File: config.mk
export PLATFORM = sky130hd
export DESIGN_NAME = gpio_pad_ctrl_flat
export DESIGN_NICKNAME = d
export VERILOG_FILES = /design/src/rtl/gpio_pad_ctrl_if.sv /design/src/rtl/gpio_pad_ctrl.sv /design/src/flat_wrapper.sv
export SDC_FILE = /design/constraint.sdc
export NUM_CORES = 1
export LEC_CHECK = 0
export BUFFER_PORTS_ARGS = -buffer_cell sky130_fd_sc_hd__buf_2
export CORE_ASPECT_RATIO = 1.5
export CORE_MARGIN = 4
export CORE_UTILIZATION = 48
export DETAILED_ROUTE_END_ITERATION = 8
export GPL_TIMING_DRIVEN = 0
export PLACE_DENSITY_LB_ADDON = 0.08
export REMOVE_ABC_BUFFERS = 1
export SETUP_SLACK_MARGIN = 0.02
export SKIP_LAST_GASP = 1
export SYNTH_ARGS = -nofsm -noshare
export SYNTH_HDL_FRONTEND = slang
export SYNTH_SLANG_ARGS = --single-unit
File: constraint.sdc
create_clock -name HCLK -period 1.5 [get_ports HCLK]
set_input_delay 0.3 -clock HCLK [delete_from_list [all_inputs] [get_ports HCLK]]
set_output_delay 0.3 -clock HCLK [all_outputs]
set_load 0.005 [all_outputs]
File: src/rtl/gpio_pad_ctrl_if.sv
// Register-side bundle of one GPIO bank, between the bank registers and the
// pad control stage.
//   master : bank registers; drive the per-pin controls and clear pulses.
//   slave  : gpio_pad_ctrl; returns the input level, interrupt and conflict state.
// Signals (all WIDTH bits, one per pin, except irq):
//   dout, oe, od_mode    output level, output enable, open-drain select
//   rise_en, fall_en     edge interrupt enables
//   irq_clr              write-1-to-clear pulses for irq_status
//   conflict_clr         write-1-to-clear pulses for conflict
//   din                  debounced input level
//   irq_status           sticky edge-event flags
//   irq                  registered OR of irq_status
//   conflict             sticky bus-conflict flags
interface gpio_pad_ctrl_if #(
  parameter int WIDTH = 8
);
  logic [WIDTH-1:0] dout;
  logic [WIDTH-1:0] oe;
  logic [WIDTH-1:0] od_mode;
  logic [WIDTH-1:0] rise_en;
  logic [WIDTH-1:0] fall_en;
  logic [WIDTH-1:0] irq_clr;
  logic [WIDTH-1:0] conflict_clr;
  logic [WIDTH-1:0] din;
  logic [WIDTH-1:0] irq_status;
  logic             irq;
  logic [WIDTH-1:0] conflict;

  modport master (
    output dout, oe, od_mode, rise_en, fall_en, irq_clr, conflict_clr,
    input  din, irq_status, irq, conflict
  );

  modport slave (
    input  dout, oe, od_mode, rise_en, fall_en, irq_clr, conflict_clr,
    output din, irq_status, irq, conflict
  );
endinterface

File: src/rtl/gpio_pad_ctrl.sv
// GPIO pad control stage for one bank, sitting directly in front of the
// bidirectional NOE pad cells.
//   - Registers each pad's O/NOE from push-pull or open-drain settings.
//   - Synchronises and debounces each pad's I return into din.
//   - Raises sticky rise/fall interrupt flags and a registered bank irq.
//   - Flags bus conflicts: a pin driven for the whole round trip that reads
//     back a level other than the one it drove.
// Ports:
//   HCLK, HRESETn   bank clock, asynchronous active-low reset
//   bus             gpio_pad_ctrl_if.slave register-side bundle
//   pad_o, pad_noe  to pad O / NOE (NOE=1 tristates the pad)
//   pad_i           from pad I, asynchronous
// Parameters: SYNC_STAGES must be 2..4, and 2**CNT_W must exceed DEBOUNCE.

// One pin's worth of pad control. Every pin is independent; the bank only
// shares the init-phase timing and the irq reduction.
module gpio_pad_lane #(
  parameter int SYNC_STAGES = 2,
  parameter int DEBOUNCE    = 4,
  parameter int CNT_W       = 3
) (
  input  logic gclk,
  input  logic grst_n,
  input  logic live,          // debounce/edge/conflict logic active
  input  logic load,          // last init cycle: take s_i straight into din
  input  logic dout,
  input  logic oe,
  input  logic od_mode,
  input  logic rise_en,
  input  logic fall_en,
  input  logic irq_clr,
  input  logic conflict_clr,
  input  logic pad_i,
  output logic din,
  output logic irq_status,
  output logic conflict,
  output logic pad_o,
  output logic pad_noe
);
  logic [SYNC_STAGES-1:0] sync_q;
  logic                   s_i;
  logic [CNT_W-1:0]       cnt_q, cnt_d;
  logic                   accept;
  logic                   din_d;
  logic                   edge_set;
  // o_dly[k]/drv_dly[k] hold pad_o and "driven" from k cycles back.
  logic [SYNC_STAGES:1]   o_dly, drv_dly;
  logic                   drv_window, conf_set;

  assign s_i = sync_q[SYNC_STAGES-1];

  // A new level is accepted on the DEBOUNCE-th consecutive live cycle that
  // differs from din; any agreeing cycle restarts the count.
  always_comb begin
    cnt_d  = cnt_q;
    accept = 1'b0;
    if (live) begin
      if (s_i == din) begin
        cnt_d = '0;
      end else if (DEBOUNCE == 0 || cnt_q == CNT_W'(DEBOUNCE - 1)) begin
        accept = 1'b1;
        cnt_d  = '0;
      end else begin
        cnt_d = cnt_q + 1'b1;
      end
    end
  end

  assign din_d = (load | accept) ? s_i : din;

  // accept implies s_i != din, so s_i alone tells rise from fall.
  assign edge_set = accept & ((s_i & rise_en) | (~s_i & fall_en));

  // s_i now reflects what the pad showed SYNC_STAGES cycles after pad_o was
  // registered SYNC_STAGES cycles ago. Requiring drive across the whole
  // window keeps enable/release transitions from looking like conflicts.
  assign drv_window = ~pad_noe & (&drv_dly);
  assign conf_set   = live & drv_window & (o_dly[SYNC_STAGES] ^ s_i);

  always_ff @(posedge gclk or negedge grst_n) begin
    if (!grst_n) begin
      sync_q     <= '0;
      cnt_q      <= '0;
      din        <= 1'b0;
      irq_status <= 1'b0;
      conflict   <= 1'b0;
      pad_o      <= 1'b0;
      pad_noe    <= 1'b1;
      o_dly      <= '0;
      drv_dly    <= '0;
    end else begin
      sync_q     <= {sync_q[SYNC_STAGES-2:0], pad_i};
      cnt_q      <= cnt_d;
      din        <= din_d;
      irq_status <= edge_set | (irq_status & ~irq_clr);
      conflict   <= conf_set | (conflict & ~conflict_clr);
      // Open-drain only ever drives low; a high request releases the pad.
      pad_o      <= dout & ~od_mode;
      pad_noe    <= ~(oe & ~(od_mode & dout));
      o_dly      <= {o_dly[SYNC_STAGES-1:1], pad_o};
      drv_dly    <= {drv_dly[SYNC_STAGES-1:1], ~pad_noe};
    end
  end
endmodule

module gpio_pad_ctrl #(
  parameter int WIDTH       = 8,
  parameter int SYNC_STAGES = 2,
  parameter int DEBOUNCE    = 4,
  parameter int CNT_W       = 3
) (
  input  logic              HCLK,
  input  logic              HRESETn,
  gpio_pad_ctrl_if.slave    bus,
  output logic [WIDTH-1:0]  pad_o,
  output logic [WIDTH-1:0]  pad_noe,
  input  logic [WIDTH-1:0]  pad_i
);
  localparam int INIT_W = $clog2(SYNC_STAGES + 2);

  logic [INIT_W-1:0] init_cnt;
  logic              live, load;
  logic              irq_q;
  logic [WIDTH-1:0]  din_w, irq_status_w, conflict_w;

  // The synchroniser needs SYNC_STAGES cycles to fill after reset; the cycle
  // after that seeds din directly so the pads' resting levels never count
  // as edges. The counter parks at SYNC_STAGES+1 (live) until next reset.
  assign live = (init_cnt == INIT_W'(SYNC_STAGES + 1));
  assign load = (init_cnt == INIT_W'(SYNC_STAGES));

  always_ff @(posedge HCLK or negedge HRESETn) begin
    if (!HRESETn) begin
      init_cnt <= '0;
      irq_q    <= 1'b0;
    end else begin
      if (!live) init_cnt <= init_cnt + 1'b1;
      irq_q <= |irq_status_w;
    end
  end

  gpio_pad_lane #(
    .SYNC_STAGES (SYNC_STAGES),
    .DEBOUNCE    (DEBOUNCE),
    .CNT_W       (CNT_W)
  ) u_lane [WIDTH-1:0] (
    .gclk         (HCLK),
    .grst_n       (HRESETn),
    .live         (live),
    .load         (load),
    .dout         (bus.dout),
    .oe           (bus.oe),
    .od_mode      (bus.od_mode),
    .rise_en      (bus.rise_en),
    .fall_en      (bus.fall_en),
    .irq_clr      (bus.irq_clr),
    .conflict_clr (bus.conflict_clr),
    .pad_i        (pad_i),
    .din          (din_w),
    .irq_status   (irq_status_w),
    .conflict     (conflict_w),
    .pad_o        (pad_o),
    .pad_noe      (pad_noe)
  );

  assign bus.din        = din_w;
  assign bus.irq_status = irq_status_w;
  assign bus.conflict   = conflict_w;
  assign bus.irq        = irq_q;
endmodule

File: src/flat_wrapper.sv
// flat-port wrapper written by rule: the top's interface ports become plain ports
module gpio_pad_ctrl_flat 
#(
  parameter int WIDTH       = 8,
  parameter int SYNC_STAGES = 2,
  parameter int DEBOUNCE    = 4,
  parameter int CNT_W       = 3
)
  (HCLK, HRESETn, pad_o, pad_noe, pad_i, bus_dout, bus_oe, bus_od_mode, bus_rise_en, bus_fall_en, bus_irq_clr, bus_conflict_clr, bus_din, bus_irq_status, bus_irq, bus_conflict);
  gpio_pad_ctrl_if #(.WIDTH(WIDTH)) bus_i ();
  input  logic HCLK;
  input  logic HRESETn;
  output logic [WIDTH-1:0] pad_o;
  output logic [WIDTH-1:0] pad_noe;
  input  logic [WIDTH-1:0] pad_i;
  input wire logic [$bits(bus_i.dout)-1:0] bus_dout;
  input wire logic [$bits(bus_i.oe)-1:0] bus_oe;
  input wire logic [$bits(bus_i.od_mode)-1:0] bus_od_mode;
  input wire logic [$bits(bus_i.rise_en)-1:0] bus_rise_en;
  input wire logic [$bits(bus_i.fall_en)-1:0] bus_fall_en;
  input wire logic [$bits(bus_i.irq_clr)-1:0] bus_irq_clr;
  input wire logic [$bits(bus_i.conflict_clr)-1:0] bus_conflict_clr;
  output wire logic [$bits(bus_i.din)-1:0] bus_din;
  output wire logic [$bits(bus_i.irq_status)-1:0] bus_irq_status;
  output wire logic [$bits(bus_i.irq)-1:0] bus_irq;
  output wire logic [$bits(bus_i.conflict)-1:0] bus_conflict;
  assign bus_i.dout = bus_dout;
  assign bus_i.oe = bus_oe;
  assign bus_i.od_mode = bus_od_mode;
  assign bus_i.rise_en = bus_rise_en;
  assign bus_i.fall_en = bus_fall_en;
  assign bus_i.irq_clr = bus_irq_clr;
  assign bus_i.conflict_clr = bus_conflict_clr;
  assign bus_din = bus_i.din;
  assign bus_irq_status = bus_i.irq_status;
  assign bus_irq = bus_i.irq;
  assign bus_conflict = bus_i.conflict;
  gpio_pad_ctrl #(.WIDTH(WIDTH), .SYNC_STAGES(SYNC_STAGES), .DEBOUNCE(DEBOUNCE), .CNT_W(CNT_W)) u_core (.HCLK(HCLK), .HRESETn(HRESETn), .bus(bus_i), .pad_o(pad_o), .pad_noe(pad_noe), .pad_i(pad_i));
endmodule
==> results.md <==
* Grt total ovfl at 0
* Via count of the routed design at 3039
* CTS tree: done
* Final cell count without fillers at 621
* RD Place Congestion at 0.695
* Clock skew at 0.00635 ns
* Die Wd at 88.1 um
* Total CTS buffers at 17
* Synth async-reset ratio at 100%
* WS Path Type: reg2reg
* VDD IR max at 1.05 mV
* CP Capture Type: flip-flop
* Final HPWL DP at 5.37 mm
* Synthesized area per cell at 11.9 um^2
* Final Hold Fails at 0
* Actual slew at the worst max-slew pin at 0.740 ns
* Via density at 4.89
* CTS Buffer Depth at 2
* RSZ-0062 raised after global routing: yes
* Final core occ at 64.3%
* Yosys Warn Count at 0
* Row cnt at 43
* Root Buffer: clkbuf_16
* Routed wire length at 8.60 mm
* Sink Count at 115
* Largest net degree at the start of global routing at 59
* WL per Instance at 13.8 um
* Clk_lat worst skew at 0.40 ns
* Pre-Repair DR Iteration Count at 4
* Largest cells by area after synthesis: dfrtp_1, buf_4, dfstp_2
* Leakage at 3.00 nW
* Netlist cell types at 29
* Max_cap viols at 0
* Clock transition at path regs at 0.05 ns
* P per Cell Area at 1610 nW/um^2
* Final ANT Viol Nets at 0
* CP startpoint kind: flip-flop
* Starting Density at 49.6%
* Synth Cell Area at 4620 um^2
* Req. time, crit path at 1.78 ns
* Inst Count DP at 562
* F_max at 0.684 GHz
* Synth cell count leaders: dfrtp_1, inv_1, buf_4, nand2_1, o22ai_1
* Final period util at 97.5%
* Crit-path max FO at 5
* Final setup vio count at 0
* Slew headroom at 50.7%
* First-pass GRT wire length at 14.0 mm
* Share of layout cells above drive strength 1 at 35.2%
* Status: finished, final reports clean
* Hold Path Class: in2reg
* IO Count at 107
* DRC viols at 0
* Initial DRC count at 124
* Port Buf Inserts at 106
* Die Y-Extent at 128 um
* Vias in the first global route at 3112
* Top-area cell type share of the netlist area at 58.0%
* Syn Inst Count at 389
* Area leader, netlist: dfrtp_1
* H-tree depth at 4
* Nets at 572
* Primary FF master, synth: dfrtp_1
* Most common cell in the netlist: dfrtp_1
* Crit path DAT at 1.74 ns
* Diode count at 0
* Min Tclk post-route at 1.46 ns
* Final Max Slew Viols at 0
* Area growth, synth to finish at 29.6%
* Die area at 11300 um^2
* Post-synth EDFFs at 0
* Initial antenna violation count at 0
* Core area at 9310 um^2
* Tot GR Track Use at 16.2%
* Seq cells post-synth at 115
* Register area share after synthesis at 62.5%
-- kinds of logic (layout without fill, tap and decap cells) --
| logic type | after synthesis | count (layout) | synth area share [%] |
|---|---|---|---|
| compound gates | 57 | 57 | 7.80 |
| simple gates | 93 | 93 | 11.2 |
| mux | 8 | 8 | 1.95 |
| fa+ha+maj | 10 | 10 | 2.71 |
| flops | 115 | 115 | 62.5 |
| xor+xnor | 17 | 17 | 3.22 |
| buf+inv | 89 | 209 | 10.6 |
-- flip-flops by register name, indices dropped and copies added (netlist names) --
register and cells:
u_core.u_lane.pad_noe 8, u_core.u_lane.o_dly 16, u_core.u_lane.pad_o 8, u_core.u_lane.sync_q 16, u_core.u_lane.irq_status 8, u_core.u_lane.conflict 8, u_core.u_lane.drv_dly 16, u_core.u_lane.din 8
u_core.u_lane.cnt_q 24, u_core.init_cnt 2, u_core.bus.irq 1
-- metrics by stage --
step                      worst slack [ns]  cell area (um^2)  power, mW  hold WS [ns]  TNS [ns]
final                               0.0377              5990       9.62        0.0205         0
after global routing                0.0136              5990       10.2       0.00105         0
after CTS                          0.00891              5790       9.64      0.000317         0
after detailed placement            -0.396              5010       5.44         0.335     -2.08
after global placement               -1.45              4960       5.34         0.332   -182.89
after floorplan                     -0.717              4290       4.86       0.00441    -19.12
-- cell usage in the layout, fill, tap and decap left out, types with 4 or more instances in the layout --
| cell type | Yosys | layout |
|---|---|---|
| o21ai_1 | 6 | 9 |
| buf_2 | 6 | 105 |
| nand3b_1 | 12 | 12 |
| dlygate4sd3_1 | 0 | 12 |
| inv_1 | 42 | 42 |
| o21a_1 | 8 | 8 |
| a21o_1 | 4 | 4 |
| mux2_1 | 8 | 5 |
| dfrtp_1 | 107 | 107 |
| nand2b_1 | 10 | 10 |
| clkbuf_16 | 0 | 20 |
| buf_4 | 40 | 12 |
| nor2b_1 | 16 | 9 |
| nor2b_2 | 0 | 6 |
| dfstp_2 | 8 | 8 |
| nor2_1 | 4 | 4 |
| xnor2_1 | 16 | 16 |
| nand2_1 | 34 | 34 |
| o21ai_0 | 10 | 7 |
| o22ai_1 | 21 | 21 |
| nand4_1 | 8 | 8 |
| ha_1 | 10 | 5 |
-- timing repair --
action	in CTS	in global routing
endpoints found under the hold margin	31	0
resized for setup	2	20
setup buffers	4	8
pin swaps	1	1
gates cloned	0	3
setup endpoints to repair	24	11
hold buffers	12	0
-- routing by layer --
layer  share of wire (%)  up-vias  track usage (%)
li1                    -     1465                -
met3                 5.3       15             4.95
met2                  51       87             26.8
met5                   0        -                0
met1                  42     1472             19.1
met4                 1.9        0             7.30
-- critical path, cell delays in order (launching register included) --
cell      delay (ns)
dfrtp_1         0.42
ha_4            0.21
buf_12          0.13
nand3b_1        0.10
nor2b_1         0.15
mux2_1          0.33
-- layout make-up --
class / instances / area (um^2)
flip-flops and latches: 115 / 2890
clock buffers: 20 / 467
inverters: 42 / 158
clock inverters: 12 / 154
well taps: 112 / 140
repair buffers: 135 / 870
multi-input cells: 185 / 1310
fillers: 729 / 3320
-- power by group --
part	total [mW]	internal [mW]	switching, mW
clock	4.09	2.74	1.35
sequential	3.88	3.55	0.340
combinational	1.64	0.911	0.732
total	9.62	7.20	2.42
-- final timing paths --
check | endpoint | slack [ns] | cells after the start | startpoint
min in group asynchronous | u_core.u_lane[0].o_dly[2] | 0.51 | 2 | HRESETn
max | u_core.u_lane[2].din | 0.04 | 5 | u_core.init_cnt[0]
max reg2reg | u_core.u_lane[2].din | 0.04 | 5 | u_core.init_cnt[0]
min | u_core.u_lane[2].pad_noe | 0.02 | 2 | bus_oe[2]
max in group asynchronous | u_core.u_lane[2].pad_noe | 0.20 | 3 | HRESETn
min reg2reg | u_core.u_lane[4].sync_q[1] | 0.35 | 0 | u_core.u_lane[4].sync_q[0]
Note: power is estimated with default switching activity, not from simulation.
